### src/rtl/queue_dispatcher_if.sv
// Signal bundle between the arrival/desk-done buttons, the ticket dispatcher
// and the display logic. The dispatcher takes the slave side.
interface queue_dispatcher_if #(
    parameter int NUM_DESKS = 4,
    parameter int TICKET_W  = 8
);
    localparam int DESK_W = $clog2(NUM_DESKS);

    logic                 new_client;
    logic                 new_priority;
    logic [NUM_DESKS-1:0] desk_done;
    logic                 issue_valid;
    logic [TICKET_W-1:0]  issue_ticket;
    logic                 issue_priority;
    logic                 reject;
    logic                 assign_valid;
    logic [DESK_W-1:0]    assign_desk;
    logic [TICKET_W-1:0]  assign_ticket;
    logic                 assign_priority;
    logic [TICKET_W-1:0]  waiting_normal;
    logic [TICKET_W-1:0]  waiting_priority;
    logic [NUM_DESKS-1:0] desk_busy;
    logic                 full;

    modport master (
        output new_client, new_priority, desk_done,
        input  issue_valid, issue_ticket, issue_priority, reject,
        input  assign_valid, assign_desk, assign_ticket, assign_priority,
        input  waiting_normal, waiting_priority, desk_busy, full
    );

    modport slave (
        input  new_client, new_priority, desk_done,
        output issue_valid, issue_ticket, issue_priority, reject,
        output assign_valid, assign_desk, assign_ticket, assign_priority,
        output waiting_normal, waiting_priority, desk_busy, full
    );
endinterface

### src/rtl/queue_dispatcher.sv
// Client ticket dispatcher: issues normal/priority tickets, counts waiting clients
// and hands tickets to free desks round-robin, priority first with a starvation guard.
module queue_dispatcher #(
    parameter int NUM_DESKS   = 4,
    parameter int TICKET_W    = 8,
    parameter int MAX_CLIENTS = 100,
    parameter int PRIO_BURST  = 3
) (
    input  logic              clk,
    input  logic              rst,
    queue_dispatcher_if.slave bus
);
    localparam int DESK_W  = $clog2(NUM_DESKS);
    localparam int BURST_W = $clog2(PRIO_BURST + 1);

    localparam logic [DESK_W-1:0]    LAST_DESK  = DESK_W'(NUM_DESKS - 1);
    localparam logic [DESK_W-1:0]    DESK_ONE   = DESK_W'(1);
    localparam logic [NUM_DESKS-1:0] DESK_BIT0  = NUM_DESKS'(1);
    localparam logic [TICKET_W-1:0]  TICKET_ONE = TICKET_W'(1);
    localparam logic [TICKET_W:0]    MAX_TOTAL  = (TICKET_W + 1)'(MAX_CLIENTS);
    localparam logic [TICKET_W:0]    TOTAL_TWO  = (TICKET_W + 1)'(2);
    localparam logic [BURST_W-1:0]   BURST_MAX  = BURST_W'(PRIO_BURST);
    localparam logic [BURST_W-1:0]   BURST_ONE  = BURST_W'(1);

    typedef enum logic [0:0] {
        ST_IDLE     = 1'b0,
        ST_DISPATCH = 1'b1
    } state_t;

    // Ticket numbers skip 0: after the all-ones value the sequence restarts at 1.
    function automatic logic [TICKET_W-1:0] next_ticket(input logic [TICKET_W-1:0] t);
        if (t == {TICKET_W{1'b1}}) begin
            return TICKET_ONE;
        end else begin
            return t + TICKET_ONE;
        end
    endfunction

    state_t               state_r, state_nxt_s;
    logic [TICKET_W-1:0]  wait_n_r, wait_p_r, wait_n_nxt_s, wait_p_nxt_s;
    logic [TICKET_W-1:0]  issue_n_r, issue_p_r, serve_n_r, serve_p_r;
    logic [NUM_DESKS-1:0] busy_r, busy_nxt_s;
    logic [DESK_W-1:0]    rr_ptr_r, rr_ptr_nxt_s;
    logic [BURST_W-1:0]   burst_r, burst_nxt_s;

    logic                 issue_valid_r, issue_priority_r, reject_r, full_r;
    logic [TICKET_W-1:0]  issue_ticket_r, assign_ticket_r;
    logic                 assign_valid_r, assign_priority_r;
    logic [DESK_W-1:0]    assign_desk_r;

    logic [TICKET_W:0]    total_s, total_nxt_s;
    logic                 acc_n_s, acc_p_s, work_s;
    logic                 disp_s, disp_prio_s, disp_n_s, disp_p_s;
    logic [NUM_DESKS-1:0] free_hi_s, search_s;
    logic [DESK_W-1:0]    pick_s;

    assign total_s     = {1'b0, wait_n_r} + {1'b0, wait_p_r};
    assign work_s      = (busy_r != {NUM_DESKS{1'b1}}) && (total_s != '0);
    assign disp_prio_s = (wait_p_r != '0) && !((burst_r == BURST_MAX) && (wait_n_r != '0));
    assign disp_p_s    = disp_s & disp_prio_s;
    assign disp_n_s    = disp_s & ~disp_prio_s;

    // Admission: capacity is judged on the count registered before this cycle.
    always_comb begin
        acc_p_s = 1'b0;
        acc_n_s = 1'b0;
        if (total_s < MAX_TOTAL) begin
            acc_p_s = bus.new_priority;
            if (bus.new_priority) begin
                acc_n_s = bus.new_client && ((MAX_TOTAL - total_s) >= TOTAL_TWO);
            end else begin
                acc_n_s = bus.new_client;
            end
        end else begin
            acc_p_s = 1'b0;
            acc_n_s = 1'b0;
        end
    end

    // Round-robin search: lowest free desk at/after the pointer, else lowest free desk below it.
    always_comb begin
        free_hi_s = '0;
        pick_s    = '0;
        for (int i = 0; i < NUM_DESKS; i++) begin
            free_hi_s[i] = ~busy_r[i] & (DESK_W'(i) >= rr_ptr_r);
        end
        search_s = (|free_hi_s) ? free_hi_s : (~busy_r & ~free_hi_s);
        for (int i = NUM_DESKS - 1; i >= 0; i--) begin
            pick_s = search_s[i] ? DESK_W'(i) : pick_s;
        end
    end

    // Dispatch FSM next-state: tickets are only handed out while in DISPATCH.
    always_comb begin
        state_nxt_s = state_r;
        disp_s      = 1'b0;
        case (state_r)
            ST_IDLE: begin
                if (work_s) begin
                    state_nxt_s = ST_DISPATCH;
                end else begin
                    state_nxt_s = ST_IDLE;
                end
            end
            ST_DISPATCH: begin
                if (work_s) begin
                    disp_s      = 1'b1;
                    state_nxt_s = ST_DISPATCH;
                end else begin
                    state_nxt_s = ST_IDLE;
                end
            end
            default: begin
                state_nxt_s = ST_IDLE;
            end
        endcase
    end

    // Next values of counts, desk occupancy, pointer and priority burst counter.
    always_comb begin
        wait_n_nxt_s = wait_n_r + TICKET_W'(acc_n_s) - TICKET_W'(disp_n_s);
        wait_p_nxt_s = wait_p_r + TICKET_W'(acc_p_s) - TICKET_W'(disp_p_s);
        total_nxt_s  = {1'b0, wait_n_nxt_s} + {1'b0, wait_p_nxt_s};
        busy_nxt_s   = (busy_r & ~bus.desk_done) | (disp_s ? (DESK_BIT0 << pick_s) : '0);
        if (disp_s) begin
            rr_ptr_nxt_s = (pick_s == LAST_DESK) ? '0 : pick_s + DESK_ONE;
        end else begin
            rr_ptr_nxt_s = rr_ptr_r;
        end
        if (wait_n_r == '0) begin
            burst_nxt_s = '0;
        end else if (disp_n_s) begin
            burst_nxt_s = '0;
        end else if (disp_p_s && (burst_r != BURST_MAX)) begin
            burst_nxt_s = burst_r + BURST_ONE;
        end else begin
            burst_nxt_s = burst_r;
        end
    end

    // FSM state register.
    always_ff @(posedge clk) begin
        if (rst) begin
            state_r <= ST_IDLE;
        end else begin
            state_r <= state_nxt_s;
        end
    end

    // Datapath registers and registered outputs.
    always_ff @(posedge clk) begin
        if (rst) begin
            wait_n_r          <= '0;
            wait_p_r          <= '0;
            issue_n_r         <= TICKET_ONE;
            issue_p_r         <= TICKET_ONE;
            serve_n_r         <= TICKET_ONE;
            serve_p_r         <= TICKET_ONE;
            busy_r            <= '0;
            rr_ptr_r          <= '0;
            burst_r           <= '0;
            issue_valid_r     <= 1'b0;
            issue_ticket_r    <= '0;
            issue_priority_r  <= 1'b0;
            reject_r          <= 1'b0;
            assign_valid_r    <= 1'b0;
            assign_desk_r     <= '0;
            assign_ticket_r   <= '0;
            assign_priority_r <= 1'b0;
            full_r            <= 1'b0;
        end else begin
            wait_n_r          <= wait_n_nxt_s;
            wait_p_r          <= wait_p_nxt_s;
            issue_n_r         <= acc_n_s ? next_ticket(issue_n_r) : issue_n_r;
            issue_p_r         <= acc_p_s ? next_ticket(issue_p_r) : issue_p_r;
            serve_n_r         <= disp_n_s ? next_ticket(serve_n_r) : serve_n_r;
            serve_p_r         <= disp_p_s ? next_ticket(serve_p_r) : serve_p_r;
            busy_r            <= busy_nxt_s;
            rr_ptr_r          <= rr_ptr_nxt_s;
            burst_r           <= burst_nxt_s;
            issue_valid_r     <= acc_p_s | acc_n_s;
            issue_ticket_r    <= acc_p_s ? issue_p_r : (acc_n_s ? issue_n_r : '0);
            issue_priority_r  <= acc_p_s;
            reject_r          <= (bus.new_client & ~acc_n_s) | (bus.new_priority & ~acc_p_s);
            assign_valid_r    <= disp_s;
            assign_desk_r     <= disp_s ? pick_s : '0;
            assign_ticket_r   <= disp_p_s ? serve_p_r : (disp_n_s ? serve_n_r : '0);
            assign_priority_r <= disp_p_s;
            full_r            <= (total_nxt_s == MAX_TOTAL);
        end
    end

    assign bus.issue_valid      = issue_valid_r;
    assign bus.issue_ticket     = issue_ticket_r;
    assign bus.issue_priority   = issue_priority_r;
    assign bus.reject           = reject_r;
    assign bus.assign_valid     = assign_valid_r;
    assign bus.assign_desk      = assign_desk_r;
    assign bus.assign_ticket    = assign_ticket_r;
    assign bus.assign_priority  = assign_priority_r;
    assign bus.waiting_normal   = wait_n_r;
    assign bus.waiting_priority = wait_p_r;
    assign bus.desk_busy        = busy_r;
    assign bus.full             = full_r;
endmodule

### src/flat_wrapper.sv
// flat-port wrapper written by rule: the top's interface ports become plain ports
module queue_dispatcher_flat 
#(
    parameter int NUM_DESKS   = 4,
    parameter int TICKET_W    = 8,
    parameter int MAX_CLIENTS = 100,
    parameter int PRIO_BURST  = 3
)
  (clk, rst, bus_new_client, bus_new_priority, bus_desk_done, bus_issue_valid, bus_issue_ticket, bus_issue_priority, bus_reject, bus_assign_valid, bus_assign_desk, bus_assign_ticket, bus_assign_priority, bus_waiting_normal, bus_waiting_priority, bus_desk_busy, bus_full);
  queue_dispatcher_if #(.NUM_DESKS(NUM_DESKS), .TICKET_W(TICKET_W)) bus_i ();
  input  logic clk;
  input  logic rst;
  input wire logic [$bits(bus_i.new_client)-1:0] bus_new_client;
  input wire logic [$bits(bus_i.new_priority)-1:0] bus_new_priority;
  input wire logic [$bits(bus_i.desk_done)-1:0] bus_desk_done;
  output wire logic [$bits(bus_i.issue_valid)-1:0] bus_issue_valid;
  output wire logic [$bits(bus_i.issue_ticket)-1:0] bus_issue_ticket;
  output wire logic [$bits(bus_i.issue_priority)-1:0] bus_issue_priority;
  output wire logic [$bits(bus_i.reject)-1:0] bus_reject;
  output wire logic [$bits(bus_i.assign_valid)-1:0] bus_assign_valid;
  output wire logic [$bits(bus_i.assign_desk)-1:0] bus_assign_desk;
  output wire logic [$bits(bus_i.assign_ticket)-1:0] bus_assign_ticket;
  output wire logic [$bits(bus_i.assign_priority)-1:0] bus_assign_priority;
  output wire logic [$bits(bus_i.waiting_normal)-1:0] bus_waiting_normal;
  output wire logic [$bits(bus_i.waiting_priority)-1:0] bus_waiting_priority;
  output wire logic [$bits(bus_i.desk_busy)-1:0] bus_desk_busy;
  output wire logic [$bits(bus_i.full)-1:0] bus_full;
  assign bus_i.new_client = bus_new_client;
  assign bus_i.new_priority = bus_new_priority;
  assign bus_i.desk_done = bus_desk_done;
  assign bus_issue_valid = bus_i.issue_valid;
  assign bus_issue_ticket = bus_i.issue_ticket;
  assign bus_issue_priority = bus_i.issue_priority;
  assign bus_reject = bus_i.reject;
  assign bus_assign_valid = bus_i.assign_valid;
  assign bus_assign_desk = bus_i.assign_desk;
  assign bus_assign_ticket = bus_i.assign_ticket;
  assign bus_assign_priority = bus_i.assign_priority;
  assign bus_waiting_normal = bus_i.waiting_normal;
  assign bus_waiting_priority = bus_i.waiting_priority;
  assign bus_desk_busy = bus_i.desk_busy;
  assign bus_full = bus_i.full;
  queue_dispatcher #(.NUM_DESKS(NUM_DESKS), .TICKET_W(TICKET_W), .MAX_CLIENTS(MAX_CLIENTS), .PRIO_BURST(PRIO_BURST)) u_core (.clk(clk), .rst(rst), .bus(bus_i));
endmodule
### config.mk
export PLATFORM = sky130hd
export DESIGN_NAME = queue_dispatcher_flat
export DESIGN_NICKNAME = d
export VERILOG_FILES = /design/src/rtl/queue_dispatcher_if.sv /design/src/rtl/queue_dispatcher.sv /design/src/flat_wrapper.sv
export SDC_FILE = /design/constraint.sdc
export NUM_CORES = 1
export LEC_CHECK = 0
export ABC_AREA = 1
export CAP_MARGIN = 30
export CORE_ASPECT_RATIO = 1.4
export CORE_MARGIN = 2
export CORE_UTILIZATION = 50
export CTS_BUF_LIST = sky130_fd_sc_hd__clkbuf_16
export DETAILED_ROUTE_END_ITERATION = 8
export GPL_TIMING_DRIVEN = 1
export PLACE_DENSITY = 0.72
export SETUP_SLACK_MARGIN = 0.5
export SLEW_MARGIN = 20
export SYNTH_ARGS = -nofsm -noshare
export SYNTH_HDL_FRONTEND = slang
export SYNTH_SLANG_ARGS = --single-unit
### constraint.sdc
create_clock -name clk -period 5.55 [get_ports clk]
set_input_delay 0.555 -clock clk [delete_from_list [all_inputs] [get_ports clk]]
set_output_delay 0.555 -clock clk [all_outputs]
set_load 0.03 [all_outputs]
==> summary.md, run 1 <==
| Metric | Value |
|---|---|
| Leakage component of the power | `2.86 nW` |
| Initial antenna violation count | `0` |
| Largest net degree at the start of global routing | `35` |
| Post-synth net total | `782` |
| Nets | `849` |
| Cell area power density | `662 nW/µm²` |
| Number of warnings printed during yosys synthesis | `0` |
| Period Utilization, post-route | `0.853` |
| Mapped Avg Cell Area | `7.12 µm²` |
| Instance count of the mapped netlist | `between 700 and 800` |
| Post-Layout Cell Count | `928` |
| Congestion Overflow GR | `0` |
| Kind of end point of the critical path | `flip-flop` |
| Number of failing setup endpoints in the final timing report | `0` |
| Fin. max-slew vios | `0` |
| Number of buffers on the longest clock path | `2` |
| Critical Setup Path Class | `flip-flop to flip-flop` |
| Number of sinks on the clock net | `81` |
| Req. time, crit path | `5830 ps` |
| Die X | `89.6 µm` |
| Core Rows | `43` |
| Maxcap violations | `0` |
| IO Port Bufs | `51` |
| Worst Hold Class | `flip-flop to flip-flop` |
| Worst hold start | `u_core.burst_r[1]$_SDFFE_PP0P_` |
| Top-Level Pins | `52` |
| Worst r2r path cells | `27` |
| Root Buffer Master | `sky130_fd_sc_hd__clkbuf_16` |
| Maximum fanout count along the critical path | `4` |
| Floorplan core area | `9950 µm²` |
| DR WL/cell | `13.0 µm` |
| Effective utilization at floorplan | `0.516` |
| Register bit count reported by yosys | `81` |
| Final critical path time including I/O delays and setup | `4730 ps` |
| Worst-Skew Late Latency | `around 340 ps` |
| Worst clock skew | `6.27 ps` |
| Hold Path Stages | `2` |
| Final weighted congestion in routability-driven placement | `0.903` |
| Achievable frequency | `0.211 GHz` |
| Clock Pin Slew Worst Setup and Hold Paths | `60 ps` |
| Detailed-router iteration count before antenna repair | `4` |
| Unrepaired setup endpoints after global routing | `false` |
| Total length of routed wires | `12000 µm` |
| Summed instance area of the synthesized netlist | `5130 µm²` |
| Number of placed instances, taps included | `around 900` |
| Number of hold violations in the final report | `0` |
| Area Growth Syn to Fin | `21.2%` |
| Slew @ Worst Pin | `621 ps` |
| DRC Markers | `0` |
| Die H | `between 100 and 150 µm` |
| Number of distinct library cells after synthesis | `42` |
| Total vias in the final route | `4713` |
| Setup_tns | `0 ps` |
| All-layer global routing usage | `0.223` |
| Deepest level of the CTS H-tree | `3` |
| Number of global-route vias before repair | `4385` |
| Antenna Violating Nets Remaining | `0` |
| Data arrival at the endpoint of the critical path | `5020 ps` |
| Iter 0 DRT Violations | `143` |
| Outcome | `finished clean` |
| Detail Placement HPWL | `9220 µm` |
| Count of inserted antenna diode cells | `0` |
| Sequential cell area fraction in the yosys report | `0.316` |
| Capture instance of the worst register-to-register path | `u_core.bus.full$_SDFF_PP0_` |
| Register-to-register setup slack | `820 ps` |
| DIE AREA | `~11000 µm²` |
| CTS tree | `yes` |
| Total clock buffers created by CTS | `9` |
| Worst-case hold path end point | `u_core.burst_r[1]$_SDFFE_PP0P_` |
| Start of the worst register-to-register path | `u_core.bus.waiting_normal[0]$_SDFF_PP0_` |
| Drt via density | `5.08` |
| IR Drop Worst-Case VDD | `0.791 mV` |
| Wire length of the first global-routing pass | `19200 µm` |
| Launching element type of the critical path | `flip-flop` |
| Fraction of final layout cells with drive strength greater than 1 | `0.101` |
| Worst slew margin | `0.582` |
[synthesized netlist by cell type]
cell type | number | area, µm²
sky130_fd_sc_hd__a21o_1 | 1 | 7.51
sky130_fd_sc_hd__a21oi_1 | 57 | 285
sky130_fd_sc_hd__a21oi_2 | 2 | 17.5
sky130_fd_sc_hd__a22oi_1 | 1 | 7.51
sky130_fd_sc_hd__a311oi_1 | 1 | 8.76
sky130_fd_sc_hd__and2_1 | 2 | 12.5
sky130_fd_sc_hd__buf_4 | 2 | 15.0
sky130_fd_sc_hd__buf_6 | 1 | 11.3
sky130_fd_sc_hd__buf_8 | 1 | 15.0
sky130_fd_sc_hd__clkbuf_1 | 6 | 22.5
sky130_fd_sc_hd__clkinv_1 | 1 | 3.75
sky130_fd_sc_hd__dfxtp_1 | 81 | 1620
sky130_fd_sc_hd__fa_1 | 4 | 80.1
sky130_fd_sc_hd__ha_1 | 49 | 613
sky130_fd_sc_hd__inv_1 | 115 | 432
sky130_fd_sc_hd__inv_2 | 6 | 22.5
sky130_fd_sc_hd__nand2_1 | 172 | 646
sky130_fd_sc_hd__nand2_2 | 8 | 50.1
sky130_fd_sc_hd__nand2_4 | 1 | 11.3
sky130_fd_sc_hd__nand3_1 | 43 | 215
sky130_fd_sc_hd__nand3_2 | 4 | 40.0
sky130_fd_sc_hd__nand3_4 | 1 | 17.5
sky130_fd_sc_hd__nand3b_1 | 2 | 15.0
sky130_fd_sc_hd__nand4_1 | 7 | 43.8
sky130_fd_sc_hd__nand4_2 | 1 | 12.5
sky130_fd_sc_hd__nor2_1 | 65 | 244
sky130_fd_sc_hd__nor2_2 | 3 | 18.8
sky130_fd_sc_hd__nor2_4 | 2 | 22.5
sky130_fd_sc_hd__nor2_8 | 3 | 60.1
sky130_fd_sc_hd__nor3_1 | 10 | 50.1
sky130_fd_sc_hd__nor3_2 | 1 | 10.0
sky130_fd_sc_hd__nor4_1 | 4 | 25.0
sky130_fd_sc_hd__o211ai_1 | 4 | 30.0
sky130_fd_sc_hd__o21ai_0 | 17 | 85.1
sky130_fd_sc_hd__o21ai_2 | 1 | 8.76
sky130_fd_sc_hd__o21bai_1 | 3 | 22.5
sky130_fd_sc_hd__o22ai_1 | 1 | 6.26
sky130_fd_sc_hd__o311ai_0 | 1 | 8.76
sky130_fd_sc_hd__o31ai_1 | 4 | 30.0
sky130_fd_sc_hd__or2_2 | 2 | 12.5
sky130_fd_sc_hd__xnor2_1 | 9 | 78.8
sky130_fd_sc_hd__xor2_1 | 22 | 193
[metrics by stage]
stage	hold WS [ps]	cell area [µm²]	worst slack, ps	utilization	power, W
6_report	470	6220	817	0.625	0.00412
2_1_floorplan	443	5130	736	-	0.00275
5_1_grt	491	6220	476	0.625	0.00452
4_1_cts	472	6040	602	0.607	0.00398
3_3_place_gp	452	5760	786	0.579	0.00331
3_5_place_dp	463	5760	605	0.579	0.00338
[cell type report]
type	instances	area [µm²]
clock buffers	9	225
clock inverters	7	61.3
fillers	856	3730
inverters	122	458
multi-input cells	508	3060
flip-flops and latches	81	1630
well taps	135	169
repair buffers	66	618
[power by group]
part	total [W]	internal, W	switching, W
combinational	0.00271	0.00105	0.00167
clock	0.000569	0.000311	0.000258
sequential	0.000835	0.000714	0.000121
total	0.00412	0.00207	0.00205
[worst max-delay path, stage by stage, from the launching register on]
cell	delay, ps
sky130_fd_sc_hd__dfxtp_4	370
sky130_fd_sc_hd__ha_4	140
sky130_fd_sc_hd__inv_1	50
sky130_fd_sc_hd__fa_1	600
sky130_fd_sc_hd__ha_2	210
sky130_fd_sc_hd__nand2_1	70
sky130_fd_sc_hd__nor2_1	110
sky130_fd_sc_hd__nand2_1	70
sky130_fd_sc_hd__nor2_2	120
sky130_fd_sc_hd__nand2_2	90
sky130_fd_sc_hd__nand3_4	140
sky130_fd_sc_hd__nor2_8	60
sky130_fd_sc_hd__ha_1	270
sky130_fd_sc_hd__inv_1	50
sky130_fd_sc_hd__ha_1	160
sky130_fd_sc_hd__inv_1	70
sky130_fd_sc_hd__fa_1	410
sky130_fd_sc_hd__o21ai_2	210
sky130_fd_sc_hd__a21oi_1	90
sky130_fd_sc_hd__o21ai_0	200
sky130_fd_sc_hd__xor2_1	220
sky130_fd_sc_hd__inv_1	80
sky130_fd_sc_hd__ha_1	200
sky130_fd_sc_hd__nor4_1	210
sky130_fd_sc_hd__nand3_1	100
sky130_fd_sc_hd__nor3_1	160
sky130_fd_sc_hd__nand3_1	110
sky130_fd_sc_hd__nor2_1	90
[what timing repair did]
item,CTS,global route
endpoints found under the setup margin,0,1
buffers inserted,0,13
hold buffers,0,0
resized for setup,0,20
[sequential cells by signal, summed over array words and instances (netlist names), 2 cells and up]
name / cells
u_core.bus.desk_busy: 4
u_core.bus.assign_ticket: 8
u_core.issue_n_r: 8
u_core.rr_ptr_r: 2
u_core.burst_r: 2
u_core.serve_n_r: 8
u_core.issue_p_r: 8
u_core.serve_p_r: 8
u_core.bus.issue_ticket: 8
u_core.bus.waiting_normal: 8
u_core.bus.waiting_priority: 8
u_core.bus.assign_desk: 2
[worst max-delay path by stage]
stage,startpoint,endpoint,cells past startpoint
after floorplan,u_core.bus.waiting_normal[0]$_SDFF_PP0_,u_core.bus.full$_SDFF_PP0_,29
after global placement,u_core.bus.waiting_priority[1]$_SDFF_PP0_,u_core.bus.full$_SDFF_PP0_,29
after detailed placement,u_core.bus.waiting_normal[0]$_SDFF_PP0_,u_core.bus.full$_SDFF_PP0_,30
after CTS,u_core.bus.waiting_normal[0]$_SDFF_PP0_,u_core.bus.full$_SDFF_PP0_,31
after global routing,u_core.bus.waiting_priority[0]$_SDFF_PP0_,u_core.bus.full$_SDFF_PP0_,29
final,u_core.bus.waiting_normal[0]$_SDFF_PP0_,u_core.bus.full$_SDFF_PP0_,27
[kinds of logic (layout without fill, tap and decap cells)]
logic type               after synthesis  after routing  share of synthesized area
AND/OR/NAND/NOR                      331            331                      0.294
buffers and inverters                132            204                      0.102
AO/OA/AOI/OAI                         93             93                      0.101
flip-flops                            81             81                      0.316
adder cells (fa/ha/maj)               53             53                      0.135
XOR/XNOR                              31             31                     0.0529
[cells in the final DEF, fill, tap and decap left out, types with 10 or more instances in the layout]
cell                              synthesis  layout
sky130_fd_sc_hd__a21oi_1                 57      57
sky130_fd_sc_hd__buf_4                    2      15
sky130_fd_sc_hd__clkdlybuf4s50_1          0      50
sky130_fd_sc_hd__dfxtp_1                 81      77
sky130_fd_sc_hd__ha_1                    49      46
sky130_fd_sc_hd__inv_1                  115     114
sky130_fd_sc_hd__nand2_1                172     172
sky130_fd_sc_hd__nand3_1                 43      43
sky130_fd_sc_hd__nor2_1                  65      63
sky130_fd_sc_hd__nor3_1                  10      10
sky130_fd_sc_hd__o21ai_0                 17      16
sky130_fd_sc_hd__xor2_1                  22      21
[metal layers]
layer  vias up  part of all wire  global-route usage
li1       2427                 -                   -
met1      2183              0.41               0.243
met2        81              0.54               0.410
met3        22             0.030              0.0371
met4         0             0.023               0.101
met5         -                 0                   0
(Power assumes the default switching activity.)
==> run 2: changes to the inputs <==
--- a/config.mk
+++ b/config.mk
@@ -5,12 +5,12 @@
 export SDC_FILE = /design/constraint.sdc
 export NUM_CORES = 1
 export LEC_CHECK = 0
-export ABC_AREA = 1
 export CAP_MARGIN = 30
 export CORE_ASPECT_RATIO = 1.4
 export CORE_MARGIN = 2
 export CORE_UTILIZATION = 50
 export CTS_BUF_LIST = sky130_fd_sc_hd__clkbuf_16
+export CTS_CLUSTER_SIZE = 20
 export DETAILED_ROUTE_END_ITERATION = 8
 export GPL_TIMING_DRIVEN = 1
 export PLACE_DENSITY = 0.72
==> run 2 against run 1 <==
Net effect: global-route usage up 1.1 points; area after synthesis is 4.4% lower; via count decreased by 6.7%; cell area is 2.0% lower; total power grew 5.8%; combinational power is 7% higher; worst setup slack worse by 110 ps; flip-flop and latch count unchanged.
==> summary.md, run 2 <==
| Metric | Value |
|---|---|
| Outcome | `finished clean` |
| Req. time, crit path | `5830 ps (about the same)` |
| Maximum fanout count along the critical path | `5 (+1)` |
| Number of sinks on the clock net | `81 (unchanged)` |
| Critical Setup Path Class | `flip-flop to flip-flop` |
| Area Growth Syn to Fin | `24.3%` |
| Async set or reset register ratio after synthesis | `0 (unchanged)` |
| Period Utilization, post-route | `0.873 (+0.0202)` |
| Maximum cell stage delay along the critical path | `460 ps (-140 ps)` |
| Sequential cell area fraction in the yosys report | `0.331 (+0.0147)` |
| Top library cells by usage in the layout, fill and taps aside | `sky130_fd_sc_hd__dfxtp_1 (77), sky130_fd_sc_hd__nor2_1 (51), sky130_fd_sc_hd__clkdlybuf4s50_1 (51)` |
| Total clock buffers created by CTS | `9 (unchanged)` |
| Achievable frequency | `0.206 GHz (-2.3%)` |
| Number of failing setup endpoints in the final timing report | `0 (unchanged)` |
| Antenna Violating Nets Remaining | `0 (unchanged)` |
| Fraction of final layout cells with drive strength greater than 1 | `0.113 (+0.0123)` |
| Worst slew margin | `0.426 (-0.156)` |
| Total vias in the final route | `4398 (-6.7%)` |
| Portion of synthesized cell area occupied by the leading cell type | `0.331 (+0.0147)` |
| DR WL/cell | `15.5 µm (+20%)` |
| Slew @ Worst Pin | `857 ps (+236 ps)` |
| Number of buffers on the longest clock path | `2 (unchanged)` |
| Count of inserted antenna diode cells | `0 (unchanged)` |
| Worst-Skew Late Latency | `340 ps (about the same)` |
| Number of warnings printed during yosys synthesis | `0 (unchanged)` |
| Floorplan core area | `9510 µm² (-4.4%)` |
| Overall power consumption | `0.00436 W (+5.8%)` |
| Biggest area consumer among synthesized cells | `sky130_fd_sc_hd__dfxtp_1` |
| Top-Level Pins | `52 (unchanged)` |
| Setup_tns | `0 ps (unchanged)` |
| Mapped Avg Cell Area | `8.59 µm² (+21%)` |
| Worst-path cell chain | `ha_2 -> inv_1 -> fa_2 -> nand2b_4 -> a21oi_4 -> o221ai_4 -> a2111oi_4 -> a31oi_2 -> ha_2 -> inv_1 -> ha_1 -> a21o_1 -> a21oi_2 -> o21bai_1 -> a21oi_2 -> o21bai_1 -> a21o_1 -> xnor2_2 -> ha_1 -> nor4_2 -> nand4_1 -> nor3_2` |
| Sequential cell area in the final layout | `1630 µm² (-0.15%)` |
| Worst clock skew | `6.82 ps (+0.555 ps)` |
| Number of global-route vias before repair | `4236 (-3.4%)` |
| Number of hold violations in the final report | `0 (unchanged)` |
| All-layer global routing usage | `0.234 (+0.0109)` |
| Leading post-synthesis cells by cell area | `sky130_fd_sc_hd__dfxtp_1 (33%), sky130_fd_sc_hd__ha_1 (13%), sky130_fd_sc_hd__a21oi_1 (4.6%)` |
| Worst Hold Class | `flip-flop to flip-flop` |
| CTS hold repair buffers | `0 (unchanged)` |
| Wire length of the first global-routing pass | `19600 µm (+1.8%)` |
| Fin. max-slew vios | `0 (unchanged)` |
| Die H | `121 µm (-2.2%)` |
| Root Buffer Master | `sky130_fd_sc_hd__clkbuf_16` |
| Clock Pin Slew Worst Setup and Hold Paths | `70 ps (about the same)` |
| Register bit count reported by yosys | `81 (unchanged)` |
| Core Rows | `42 (-2.3%)` |
| Post-synth net total | `632 (-19%)` |
| Detailed-router iteration count before antenna repair | `5 (+1)` |
| Leakage component of the power | `2.47 nW (-14%)` |
| Deepest level of the CTS H-tree | `3 (unchanged)` |
| Detail Placement HPWL | `8500 µm (-7.9%)` |
| CTS tree | `yes` |
| Number of distinct library cells after synthesis | `62 (+48%)` |
| Maxcap violations | `0 (unchanged)` |
| Drt via density | `5.73 (+13%)` |
| Effective utilization at floorplan | `0.516 (about the same)` |
| Count of flip-flops with a built-in enable after synthesis | `0 (unchanged)` |
| Data arrival at the endpoint of the critical path | `5120 ps (+100 ps)` |
| IO Port Bufs | `51 (unchanged)` |
| IR Drop Worst-Case VDD | `0.804 mV (+1.7%)` |
| Die X | `87.7 µm (-2.1%)` |
| Instance count of the mapped netlist | `571 (-21%)` |
| Unrepaired setup endpoints after global routing | `false` |
| Setup ws final | `705 ps (-112 ps)` |
| Largest net degree at the start of global routing | `49 (+40%)` |
| Nets | `692 (-18%)` |
| Final weighted congestion in routability-driven placement | `0.925 (+2.4%)` |
| Launching element type of the critical path | `flip-flop` |
| Area of the multi-input gates | `3220 µm² (+5.4%)` |
| Count of fill cells added during filler insertion | `802 (-6.3%)` |
| Iter 0 DRT Violations | `253 (+77%)` |
| Final hold slack | `505 ps (+35.4 ps)` |
| DRC Markers | `0 (unchanged)` |
| DIE AREA | `10600 µm² (-4.3%)` |
| Congestion Overflow GR | `0 (unchanged)` |
| Initial antenna violation count | `0 (unchanged)` |
| Commonest cells in the synthesized netlist | `sky130_fd_sc_hd__dfxtp_1 (81), sky130_fd_sc_hd__nor2_1 (54), sky130_fd_sc_hd__ha_1 (49), sky130_fd_sc_hd__a21oi_1 (45), sky130_fd_sc_hd__inv_1 (45)` |
| Kind of end point of the critical path | `flip-flop` |
| Total length of routed wires | `11900 µm (-0.69%)` |
| Most frequent cell after synthesis | `sky130_fd_sc_hd__dfxtp_1` |
| Predominant post-synthesis flop cell | `sky130_fd_sc_hd__dfxtp_1` |
| Commonest non-fill, non-tap cell in the layout | `sky130_fd_sc_hd__dfxtp_1` |
| Summed instance area of the synthesized netlist | `4900 µm² (-4.4%)` |
| Cell area power density | `715 nW/µm² (+8.0%)` |
| Slowest cell on the critical path | `sky130_fd_sc_hd__a2111oi_4` |
| Final critical path time including I/O delays and setup | `4850 ps (+112 ps)` |
| Worst-case setup slack after placement | `263 ps (-342 ps)` |
[run 2: cell count changes after synthesis, sizes merged, moves of 11 or more]
cell | previous run | this run
inv | 121 | 45
nor2 | 73 | 56
a21oi | 59 | 45
and3 | 0 | 14
nand3 | 48 | 21
nor3 | 11 | 24
and2 | 2 | 19
mux2i | 0 | 11
nand2 | 181 | 29
[run 2: worst max-delay path: cells and delay by family (launching register included)]
kind                     cells  cell delay [ps]
adder cells (fa/ha/maj)      5             1410
AND/OR/NAND/NOR              4              770
AO/OA/AOI/OAI               10             1990
XOR/XNOR                     1              150
flip-flops                   1              360
buffers and inverters        2               90
[run 2: worst paths after layout]
| path | startpoint | endpoint | slack [ps] | depth (start not counted) |
|---|---|---|---|---|
| max | u_core.bus.waiting_priority[0]$_SDFF_PP0_ | u_core.bus.full$_SDFF_PP0_ | 700 | 22 |
| min | u_core.burst_r[1]$_SDFFE_PP0P_ | u_core.burst_r[1]$_SDFFE_PP0P_ | 510 | 2 |
| max reg2reg | u_core.bus.waiting_priority[0]$_SDFF_PP0_ | u_core.bus.full$_SDFF_PP0_ | 700 | 22 |
| min reg2reg | u_core.burst_r[1]$_SDFFE_PP0P_ | u_core.burst_r[1]$_SDFFE_PP0P_ | 510 | 2 |
[run 2: layer usage]
metal,track usage,vias to the layer above,share of wire
li1,-,2155,-
met5,0,-,0
met4,0.106,0,0.029
met3,0.0544,28,0.045
met2,0.400,118,0.52
met1,0.272,2097,0.41
[run 2: power breakdown]
part           total [W]  switching [W]  leakage (nW)  internal [W]
logic            0.00291        0.00167          1.67       0.00124
clock network   0.000603       0.000251         0.142      0.000352
registers       0.000843       0.000133         0.663      0.000710
total            0.00436        0.00206          2.47       0.00230
[run 2: layout make-up]
cell class / instances / area share
multi-input combinational: 430 / 0.528
clock buffer: 9 / 0.0370
inverter: 45 / 0.0277
sequential: 81 / 0.267
timing repair buffer: 64 / 0.0998
clock inverter: 7 / 0.0127
tap: 132 / 0.0271
[run 2: what timing repair did]
item | 4_1_cts | 5_1_grt
pin swaps | 1 | 12
endpoints found under the setup margin | 1 | 1
buffers inserted | 0 | 7
cloned | 0 | 0
endpoints found under the hold margin | 0 | 0
gates resized for setup | 12 | 28
[run 2: logic make-up after synthesis]
kind of cell / count (synthesis) / synth area share
and+or+nand+nor: 213 / 0.229
AOI/OAI and AO/OA: 118 / 0.166
DFF: 81 / 0.331
buffers and inverters: 60 / 0.0467
adders and majority gates: 53 / 0.141
xor gates and xnor gates: 33 / 0.0589
muxes: 13 / 0.0270
[run 2: stage by stage]
stage	area, µm²	cells	util
final	6090	768	0.641
after CTS	5920	761	0.623
after detailed placement	5570	745	0.585
after global placement	5570	745	0.585
after global routing	6090	768	0.641
after floorplan	4900	571	-
